<file path="config.mk">
export PLATFORM = sky130hd
export DESIGN_NAME = clk_ratio_meter
export DESIGN_NICKNAME = d
export VERILOG_FILES = /design/src/rtl/clk_ratio_meter.sv
export SDC_FILE = /design/constraint.sdc
export NUM_CORES = 1
export LEC_CHECK = 0
export BUFFER_PORTS_ARGS = -buffer_cell sky130_fd_sc_hd__buf_2
export CORE_MARGIN = 1
export CORE_UTILIZATION = 32
export DETAILED_ROUTE_END_ITERATION = 8
export GPL_ROUTABILITY_DRIVEN = 0
export SLEW_MARGIN = 20
export SYNTH_ARGS = -nofsm -noshare
export SYNTH_HDL_FRONTEND = slang
export SYNTH_SLANG_ARGS = --single-unit
</file>
<file path="constraint.sdc">
create_clock -name clk -period 3.1 [get_ports clk]
set_clock_uncertainty 0.1 [all_clocks]
set_input_delay 0.62 -clock clk [delete_from_list [all_inputs] [get_ports clk]]
set_output_delay 0.62 -clock clk [all_outputs]
set_load 0.01 [all_outputs]
</file>
<file path="src/rtl/clk_ratio_meter.sv">
// Counts clk cycles across WIN full periods of an asynchronous clk_in, giving
// the clk:clk_in ratio scaled by WIN. Aborts on a stalled input or counter overflow.
module clk_ratio_meter #(
    parameter int WIN         = 8,
    parameter int CNT_W       = 16,
    parameter int TIMEOUT_CYC = 1024
) (
    input  logic             clk,
    input  logic             rst_n,
    input  logic             clk_in,
    input  logic             start,
    output logic             busy,
    output logic             done,
    output logic [CNT_W-1:0] cycles,
    output logic             timeout
);

    localparam int PW = $clog2(WIN + 1);
    localparam int IW = $clog2(TIMEOUT_CYC + 1);
    localparam logic [PW-1:0] PER_LAST = PW'(WIN - 1);
    localparam logic [IW-1:0] IDLE_MAX = IW'(TIMEOUT_CYC);

    typedef enum logic [1:0] {IDLE, ARM, COUNT, DONE} state_t;

    state_t           state_q;
    logic             s1_q, s2_q, s3_q;
    logic             rise;
    logic [CNT_W-1:0] cyc_q;
    logic [PW-1:0]    per_q;
    logic [IW-1:0]    idle_q;
    logic             busy_q, done_q, timeout_q;
    logic [CNT_W-1:0] cycles_q;

    // s3 only provides edge detection; the fixed latency cancels between edges
    always_ff @(posedge clk or negedge rst_n) begin
        if (!rst_n) begin
            s1_q <= 1'b0;
            s2_q <= 1'b0;
            s3_q <= 1'b0;
        end else begin
            s1_q <= clk_in;
            s2_q <= s1_q;
            s3_q <= s2_q;
        end
    end

    assign rise = s2_q & ~s3_q;

    always_ff @(posedge clk or negedge rst_n) begin
        if (!rst_n) begin
            state_q   <= IDLE;
            cyc_q     <= '0;
            per_q     <= '0;
            idle_q    <= '0;
            busy_q    <= 1'b0;
            done_q    <= 1'b0;
            cycles_q  <= '0;
            timeout_q <= 1'b0;
        end else begin
            done_q <= 1'b0;
            case (state_q)
                IDLE: begin
                    if (start) begin
                        state_q   <= ARM;
                        busy_q    <= 1'b1;
                        cycles_q  <= '0;
                        timeout_q <= 1'b0;
                        cyc_q     <= '0;
                        per_q     <= '0;
                        idle_q    <= '0;
                    end
                end
                ARM: begin
                    if (rise) begin
                        state_q <= COUNT;
                        cyc_q   <= '0;
                        per_q   <= '0;
                        idle_q  <= '0;
                    end else if (idle_q == IDLE_MAX) begin
                        state_q   <= DONE;
                        busy_q    <= 1'b0;
                        done_q    <= 1'b1;
                        cycles_q  <= '0;
                        timeout_q <= 1'b1;
                    end else begin
                        idle_q <= idle_q + IW'(1);
                    end
                end
                COUNT: begin
                    // saturation is checked first so it beats a coincident final edge
                    if (cyc_q == {CNT_W{1'b1}}) begin
                        state_q   <= DONE;
                        busy_q    <= 1'b0;
                        done_q    <= 1'b1;
                        cycles_q  <= '0;
                        timeout_q <= 1'b1;
                    end else begin
                        cyc_q <= cyc_q + CNT_W'(1);
                        if (rise) begin
                            idle_q <= '0;
                            if (per_q == PER_LAST) begin
                                state_q  <= DONE;
                                busy_q   <= 1'b0;
                                done_q   <= 1'b1;
                                cycles_q <= cyc_q + CNT_W'(1);
                            end else begin
                                per_q <= per_q + PW'(1);
                            end
                        end else if (idle_q == IDLE_MAX) begin
                            state_q   <= DONE;
                            busy_q    <= 1'b0;
                            done_q    <= 1'b1;
                            cycles_q  <= '0;
                            timeout_q <= 1'b1;
                        end else begin
                            idle_q <= idle_q + IW'(1);
                        end
                    end
                end
                DONE: begin
                    state_q <= IDLE;
                end
                default: begin
                    state_q <= IDLE;
                end
            endcase
        end
    end

    assign busy    = busy_q;
    assign done    = done_q;
    assign cycles  = cycles_q;
    assign timeout = timeout_q;

endmodule
</file>
==> impl_metrics.xml, run 1 <==
<?xml version="1.0" encoding="UTF-8"?>
<metrics>
  <group name="floorplan">
    <metric name="die-height" unit="um">98.7</metric>
    <metric name="num_io_pins" unit="">23</metric>
    <metric name="die_x" unit="um">98.7</metric>
    <metric name="area_of_the_core" unit="um^2">8890</metric>
    <metric name="start_util" unit="%">33.6</metric>
    <metric name="row_count" unit="">34</metric>
    <metric name="die_area" unit="um^2">9730</metric>
  </group>
  <group name="critical_path">
    <metric name="crit_type" unit="">reg2reg</metric>
    <metric name="worst_ep_required_time" unit="ns">3.22</metric>
    <metric name="critical_path_peak_fanout" unit="">12</metric>
    <metric name="worst_setup_path_start_kind" unit="">flop</metric>
    <metric name="crit_start" unit="">cyc_q[0]</metric>
    <metric name="worstReg2RegEnd" unit="">cyc_q[4]</metric>
    <metric name="largest_delay_contributor_family_on_the_critical_path" unit="">simple AND/OR/NAND/NOR gates</metric>
    <metric name="critPathBufInv" unit="">1</metric>
    <metric name="crit_path_max_incr_delay" unit="ns">0.53</metric>
    <metric name="worst-r2r-cell-count" unit="">7</metric>
    <metric name="timing.critical_path.to" unit="">cyc_q[4]</metric>
    <metric name="cells_along_the_critical_path" unit="">ha_1, nand4_1, or4_4, o221ai_2, buf_4, o21ai_1, o31ai_1</metric>
    <metric name="timing.critical_path.depth" unit="">7</metric>
    <metric name="cp_data_arrival_time" unit="ns">2.65</metric>
    <metric name="reg2reg_setup_slack" unit="ns">0.57</metric>
    <metric name="r2r_start" unit="">cyc_q[0]</metric>
    <metric name="setup.worst_path.end_class" unit="">flop</metric>
    <metric name="crit_path_top_delay_cell" unit="">or4_4</metric>
  </group>
  <group name="yosys">
    <metric name="post_synth.cell_area_avg" unit="um^2">9.87</metric>
    <metric name="dominantRegCellSynth" unit="">dfrtp_1</metric>
    <metric name="most_instantiated_cells_after_synthesis" unit="">55 x dfrtp_1, 25 x nand2_1, 22 x o21ai_0</metric>
    <metric name="post_synthesis_sequential_area_ratio" unit="%">46.0</metric>
    <metric name="synth.ff_latch_count" unit="">55</metric>
    <metric name="yosysTopAreaCell" unit="">dfrtp_1</metric>
    <metric name="synthArstFlopShare" unit="%">100</metric>
    <metric name="postSynthCellCount" unit="">303</metric>
    <metric name="cell_with_the_most_instances_after_synthesis" unit="">dfrtp_1</metric>
    <metric name="post_synth_main_area_contributors" unit="">dfrtp_1 46%, o2bb2ai_1 4.7%, ha_1 4.2%</metric>
    <metric name="synth_enable_flop_cells" unit="">0</metric>
    <metric name="synth_area" unit="um^2">2990</metric>
    <metric name="netlist.area_leader.share" unit="%">46.0</metric>
    <metric name="yosys.cell_types.count" unit="">47</metric>
    <metric name="ys.warnings.count" unit="">0</metric>
    <metric name="synthesis.nets" unit="">317</metric>
  </group>
  <group name="timing">
    <metric name="final.min_clock_period" unit="ns">2.53</metric>
    <metric name="relSlewSlack" unit="%">59.6</metric>
    <metric name="worst_slack" unit="ns">0.574</metric>
    <metric name="grt_setup_unrepaired" unit="">false</metric>
    <metric name="timing_worst_slew_pin_value" unit="ns">0.606</metric>
    <metric name="final-max-slew-violation-count" unit="">0</metric>
    <metric name="totalNegativeSetupSlack" unit="ns">0</metric>
    <metric name="max_freq" unit="GHz">0.396</metric>
    <metric name="final_hold_violations" unit="">0</metric>
    <metric name="fin_crit_sh" unit="%">81.5</metric>
    <metric name="finalSetupViolCount" unit="">0</metric>
  </group>
  <group name="cts">
    <metric name="tritoncts_num_sinks" unit="">55</metric>
    <metric name="post_cts_resized" unit="">0</metric>
    <metric name="cts_tree" unit="">built</metric>
    <metric name="ctsRootBufferMaster" unit="">clkbuf_8</metric>
    <metric name="post-cts-setup-buffers" unit="">0</metric>
    <metric name="cts.clk_slew.worst_paths" unit="ns">0.10</metric>
    <metric name="h-tree-depth" unit="">2</metric>
    <metric name="insertion_delay" unit="ns">0.31</metric>
    <metric name="clockBufferDepth" unit="">2</metric>
    <metric name="holdBufCountCts" unit="">0</metric>
    <metric name="cts_made_buffers" unit="">5</metric>
  </group>
  <group name="layout">
    <metric name="layoutNonFillerInstCount" unit="">433</metric>
    <metric name="drive_above_1_share" unit="%">15.4</metric>
    <metric name="nNetsFinal" unit="">339</metric>
    <metric name="areaGrowthSynthToFinish" unit="%">10.5</metric>
    <metric name="antenna_cells_inserted" unit="">0</metric>
    <metric name="finalCoreUtilization" unit="%">37.2</metric>
  </group>
  <group name="global_routing">
    <metric name="antenna_violations_before_repair" unit="">0</metric>
    <metric name="wire_length_of_the_first_global_routing_pass" unit="um">10800</metric>
    <metric name="first_global_vias" unit="">2267</metric>
    <metric name="gr-usage-all-layers" unit="%">13.7</metric>
    <metric name="globalRouteOverflowTotal" unit="">0</metric>
    <metric name="grt_start_max_net_pins" unit="">22</metric>
  </group>
  <group name="power_and_ir_drop">
    <metric name="ir_worst_vdd" unit="V">0.000327</metric>
    <metric name="design_power_total" unit="W">0.00199</metric>
    <metric name="switching_power" unit="W">0.000757</metric>
    <metric name="reported_leakage_power" unit="nW">1.40</metric>
    <metric name="portion_of_total_power_attributed_to_sequential_cells" unit="%">40.1</metric>
    <metric name="combinationalPowerShare" unit="%">36.2</metric>
    <metric name="clock_power_share" unit="%">23.7</metric>
    <metric name="total_power_density_per_cell_area" unit="nW/um^2">602</metric>
    <metric name="p_int" unit="W">0.00123</metric>
    <metric name="sw_frac_of_total" unit="%">38.0</metric>
  </group>
  <group name="place">
    <metric name="placement.setup.worst_slack" unit="ns">0.559</metric>
    <metric name="placement.io_buffers" unit="">22</metric>
    <metric name="place_hpwl" unit="um">4470</metric>
    <metric name="place.detailed.instances" unit="">426</metric>
  </group>
  <group name="route">
    <metric name="routed_via_density" unit="">5.35</metric>
    <metric name="route.final.wire_length" unit="um">6240</metric>
    <metric name="drt_iter0_markers" unit="">97</metric>
    <metric name="post-route-drc-count" unit="">0</metric>
    <metric name="num_vias" unit="">2318</metric>
    <metric name="drt_pre_antenna_iters" unit="">4</metric>
    <metric name="wire_per_inst" unit="um">14.4</metric>
    <metric name="antenna_violating_nets_left" unit="">0</metric>
  </group>
  <group name="job">
    <metric name="cap_violations" unit="">0</metric>
  </group>
  <group name="status">
    <metric name="run_status" unit="">complete, no violations</metric>
  </group>
  <group name="hold_path">
    <metric name="min_path_type" unit="">in2async</metric>
  </group>
</metrics>
layout by cell type (no fill, tap or decap), drive strengths merged, types with 2 or more instances in the layout:
cell type  netlist  final
or4              2      2
nand2b           5      5
buf              7     28
nand2           26     26
or3              6      6
a22o             2      2
o31ai           15     15
clkbuf           6      5
and2             2      2
inv             14     14
o221ai           3      3
a31o             2      2
o22ai            2      2
o2bb2ai         16     16
xor2             6      6
nand3           13     13
dfrtp           55     55
nor2b            5      5
nor2            16     16
and3             5      5
ha              10     10
nor4             3      3
o21ai           35     35
a21oi           18     18
nand4            7      7
and4             2      2
xnor2            8      8
nor3             2      2
registers in the layout, summed over array words and instances (netlist names):
| signal | count |
|---|---|
| s1_q | 1 |
| s2_q | 1 |
| timeout | 1 |
| s3_q | 1 |
| idle_q | 11 |
| done | 1 |
| busy | 1 |
| per_q | 4 |
| cycles | 16 |
| state_q | 2 |
| cyc_q | 16 |
layout make-up:
cell class,instances,area [um^2]
multi-input combinational,221,1480
sequential,55,1380
fill,881,5590
clock inverter,2,37.5
tap,108,135
inverter,14,52.6
timing repair buffer,28,155
clock buffer,5,68.8
worst min path at each step:
stage           endpoint   from  depth (start not counted)
6_report       cycles[6]  rst_n                          1
5_1_grt        cyc_q[10]  rst_n                          1
4_1_cts        cyc_q[10]  rst_n                          1
3_5_place_dp        s2_q   s1_q                          0
3_3_place_gp        s2_q   s1_q                          0
2_1_floorplan       busy  rst_n                          0
power groups by stage:
stage / combinational (W) / clock, W / sequential [W]
2_1_floorplan: 0.000574 / 0 / 0.000805
3_3_place_gp: 0.000717 / 0 / 0.000809
3_5_place_dp: 0.000728 / 0 / 0.000810
4_1_cts: 0.000729 / 0.000483 / 0.000797
5_1_grt: 0.000817 / 0.000521 / 0.000806
6_report: 0.000721 / 0.000472 / 0.000797
metrics by stage:
step           cell area, um^2  hold WS, ns
2_1_floorplan             2990        0.224
6_report                  3300        0.143
3_5_place_dp              3200        0.243
3_3_place_gp              3200        0.235
5_1_grt                   3300        0.166
4_1_cts                   3300        0.159
kinds of logic (layout without fill, tap and decap cells):
logic type	count (synthesis)	after routing	share of synthesized area [%]
compound gates	98	98	23.0
simple gates	98	98	17.8
flops	55	55	46.0
buf+inv	27	49	4.52
xor+xnor	14	14	4.10
fa+ha+maj	10	10	4.19
mux	1	1	0.377
worst reg2reg max path, cell delays in order (launching register included):
cell and delay [ns]:
dfrtp_1 0.45, ha_1 0.28, nand4_1 0.20, or4_4 0.53, o221ai_2 0.45, buf_4 0.28
o21ai_1 0.09, o31ai_1 0.07
metal layers:
metal	vias to the layer above	routed length, um	global-route usage [%]
met5	-	0	0
met2	28	2930	22.3
met4	0	53	3.67
met3	7	180	2.84
met1	1133	3080	18.5
li1	1150	-	-
Power figures use the tool's default switching activity.
==> inputs of run 2 (changes only) <==
- ABC_AREA: unset -> 1
- clock period: 3.1 -> 2.2 ns (I/O delays scaled with it)
==> impl_metrics.xml, run 2 <==
<?xml version="1.0" encoding="UTF-8"?>
<metrics>
  <group name="status">
    <metric name="run_status" unit="">complete, no violations</metric>
  </group>
  <group name="yosys">
    <metric name="synthArstFlopShare" unit="%">100</metric>
    <metric name="post_synthesis_sequential_area_ratio" unit="%">40.7</metric>
    <metric name="most_instantiated_cells_after_synthesis" unit="">131 x nand2_1, 55 x dfrtp_1, 45 x inv_1</metric>
    <metric name="post_synth.cell_area_avg" unit="um^2">7.67</metric>
    <metric name="synth_enable_flop_cells" unit="">0</metric>
    <metric name="cell_with_the_most_instances_after_synthesis" unit="">nand2_1</metric>
    <metric name="yosys.cell_types.count" unit="">32</metric>
    <metric name="yosysTopAreaCell" unit="">dfrtp_1</metric>
    <metric name="synth_area" unit="um^2">3380</metric>
    <metric name="netlist.area_leader.share" unit="%">40.7</metric>
    <metric name="ys.warnings.count" unit="">0</metric>
    <metric name="dominantRegCellSynth" unit="">dfrtp_1</metric>
    <metric name="synth.ff_latch_count" unit="">55</metric>
    <metric name="post_synth_main_area_contributors" unit="">dfrtp_1 41%, nand2_1 15%, inv_1 5.0%</metric>
    <metric name="postSynthCellCount" unit="">441</metric>
    <metric name="synthesis.nets" unit="">455</metric>
  </group>
  <group name="cts">
    <metric name="holdBufCountCts" unit="">0</metric>
    <metric name="cts_tree" unit="">built</metric>
    <metric name="cts.clk_slew.worst_paths" unit="ns">0.11</metric>
    <metric name="h-tree-depth" unit="">2</metric>
    <metric name="clockBufferDepth" unit="">2</metric>
    <metric name="cts_made_buffers" unit="">5</metric>
    <metric name="ctsRootBufferMaster" unit="">clkbuf_8</metric>
    <metric name="tritoncts_num_sinks" unit="">55</metric>
    <metric name="insertion_delay" unit="ns">0.32</metric>
  </group>
  <group name="layout">
    <metric name="areaGrowthSynthToFinish" unit="%">13.8</metric>
    <metric name="drive_above_1_share" unit="%">17.4</metric>
    <metric name="layout.cell_area.non_filler" unit="um^2">3850</metric>
    <metric name="layout.cells.most_common_list" unit="">130 x nand2_1, 55 x dfrtp_1, 45 x inv_1</metric>
    <metric name="final_common_cell" unit="">nand2_1</metric>
    <metric name="nNetsFinal" unit="">491</metric>
    <metric name="antenna_cells_inserted" unit="">0</metric>
    <metric name="layoutNonFillerInstCount" unit="">614</metric>
  </group>
  <group name="critical_path">
    <metric name="crit_type" unit="">reg2reg</metric>
    <metric name="critical_path_peak_fanout" unit="">11</metric>
    <metric name="cp_data_arrival_time" unit="ns">2.23</metric>
    <metric name="crit_path_top_delay_cell" unit="">dfrtp_1</metric>
    <metric name="crit_path_max_incr_delay" unit="ns">0.44</metric>
    <metric name="cells_along_the_critical_path" unit="">inv_1, ha_1, inv_1, nor2_1, nor2_1, nand2_1, a21oi_4, inv_4, nor2_8, o21ai_2, nand2_1</metric>
    <metric name="setup.worst_path.end_class" unit="">flop</metric>
    <metric name="worst_ep_required_time" unit="ns">2.36</metric>
    <metric name="worst_setup_path_start_kind" unit="">flop</metric>
  </group>
  <group name="power_and_ir_drop">
    <metric name="clock_power_share" unit="%">22.3</metric>
    <metric name="combinationalPowerShare" unit="%">43.0</metric>
    <metric name="sw_frac_of_total" unit="%">42.5</metric>
    <metric name="switching_power" unit="W">0.00139</metric>
    <metric name="ir_worst_vdd" unit="V">0.000378</metric>
    <metric name="total_power_density_per_cell_area" unit="nW/um^2">851</metric>
    <metric name="portion_of_total_power_attributed_to_sequential_cells" unit="%">34.7</metric>
    <metric name="reported_leakage_power" unit="nW">1.83</metric>
    <metric name="p_int" unit="W">0.00188</metric>
  </group>
  <group name="timing">
    <metric name="final.min_clock_period" unit="ns">2.06</metric>
    <metric name="final-max-slew-violation-count" unit="">0</metric>
    <metric name="final.hold.worst_slack" unit="ns">0.0404</metric>
    <metric name="grt_setup_unrepaired" unit="">false</metric>
    <metric name="max_freq" unit="GHz">0.485</metric>
    <metric name="relSlewSlack" unit="%">55.9</metric>
    <metric name="fin_crit_sh" unit="%">93.7</metric>
    <metric name="timing_worst_slew_pin_value" unit="ns">0.661</metric>
    <metric name="finalSetupViolCount" unit="">0</metric>
    <metric name="final_hold_violations" unit="">0</metric>
    <metric name="totalNegativeSetupSlack" unit="ns">0</metric>
  </group>
  <group name="route">
    <metric name="route.final.wire_length" unit="um">8380</metric>
    <metric name="wire_per_inst" unit="um">13.6</metric>
    <metric name="routed_via_density" unit="">4.86</metric>
    <metric name="antenna_violating_nets_left" unit="">0</metric>
    <metric name="num_vias" unit="">2985</metric>
    <metric name="drt_iter0_markers" unit="">184</metric>
    <metric name="drt_pre_antenna_iters" unit="">4</metric>
    <metric name="post-route-drc-count" unit="">0</metric>
  </group>
  <group name="place">
    <metric name="detailed_place.area" unit="um^2">3720</metric>
    <metric name="place_hpwl" unit="um">6400</metric>
    <metric name="place.detailed.instances" unit="">605</metric>
    <metric name="placement.io_buffers" unit="">22</metric>
  </group>
  <group name="floorplan">
    <metric name="num_io_pins" unit="">23</metric>
    <metric name="die_area" unit="um^2">11000</metric>
    <metric name="start_util" unit="%">32.9</metric>
    <metric name="die_x" unit="um">105</metric>
    <metric name="area_of_the_core" unit="um^2">10300</metric>
    <metric name="die-height" unit="um">105</metric>
    <metric name="row_count" unit="">37</metric>
  </group>
  <group name="global_routing">
    <metric name="gr-usage-all-layers" unit="%">16.4</metric>
    <metric name="antenna_violations_before_repair" unit="">0</metric>
    <metric name="globalRouteOverflowTotal" unit="">0</metric>
    <metric name="wire_length_of_the_first_global_routing_pass" unit="um">14500</metric>
    <metric name="grt_start_max_net_pins" unit="">26</metric>
    <metric name="first_global_vias" unit="">2965</metric>
  </group>
  <group name="hold_path">
    <metric name="min_path_type" unit="">in2async</metric>
  </group>
  <group name="job">
    <metric name="cap_violations" unit="">0</metric>
  </group>
</metrics>
[run 2: final timing paths]
kind,start,endpoint,slack (ns),cells past startpoint
hold / removal,rst_n,cyc_q[8],0.04,1
hold reg to reg,s1_q,s2_q,0.26,0
setup reg to reg,state_q[0],cycles[8],0.14,11
min in group clk,clk_in,s1_q,0.12,1
setup / recovery,state_q[0],cycles[8],0.14,11
max in group asynchronous,rst_n,cyc_q[12],1.36,2
[run 2: worst max-delay path: cells and delay by family (launching register included)]
family	cells	cell delay, ns
compound gates	2	0.32
simple gates	5	0.61
flops	1	0.44
fa+ha+maj	1	0.21
buf+inv	3	0.31
[run 2: cell type report]
| cell class | count | area (um^2) |
|---|---|---|
| fill | 1091 | 6430 |
| clock buffer | 6 | 82.6 |
| sequential | 55 | 1380 |
| clock inverter | 2 | 38.8 |
| multi-input combinational | 331 | 1770 |
| timing repair buffer | 35 | 220 |
| inverter | 49 | 186 |
| tap | 136 | 170 |
[run 2: stage by stage]
stage	setup slack, ns	util (%)	total power [W]
2_1_floorplan	0.347	-	0.00218
3_3_place_gp	0.129	36.2	0.00252
3_5_place_dp	0.115	36.2	0.00254
4_1_cts	0.0912	37.3	0.00327
5_1_grt	0.00108	37.4	0.00353
6_report	0.138	37.4	0.00327
[run 2: timing repair]
item                       in CTS  in global routing
setup buffers                   0                  1
setup endpoints to repair       0                 17
gates resized for setup         0                  1
[run 2: logic make-up (layout without fill, tap and decap cells)]
logic type | Yosys count | count (layout) | share of synthesized area (%)
AOI/OAI and AO/OA | 68 | 68 | 13.0
xor gates and xnor gates | 10 | 10 | 2.59
adders and majority gates | 10 | 10 | 3.70
buffers and inverters | 55 | 92 | 6.96
DFF | 55 | 55 | 40.7
and+or+nand+nor | 243 | 243 | 33.0
[run 2: power groups by stage]
| stage | combinational [W] | sequential [W] | clock, W |
|---|---|---|---|
| floorplan | 0.00103 | 0.00115 | 0 |
| global route | 0.00160 | 0.00114 | 0.000793 |
| detailed placement | 0.00139 | 0.00115 | 0 |
| finish | 0.00141 | 0.00114 | 0.000732 |
| global placement | 0.00136 | 0.00115 | 0 |
| CTS | 0.00139 | 0.00113 | 0.000749 |
[run 2: layer usage]
layer | global-route usage, % | up-vias | routed length (um) | part of all wire [%]
li1 | - | 1498 | - | -
met1 | 23.5 | 1402 | 4030 | 48
met2 | 25.7 | 76 | 3820 | 46
met3 | 2.31 | 9 | 402 | 4.8
met4 | 4.83 | 0 | 114 | 1.4
met5 | 0 | - | 0 | 0
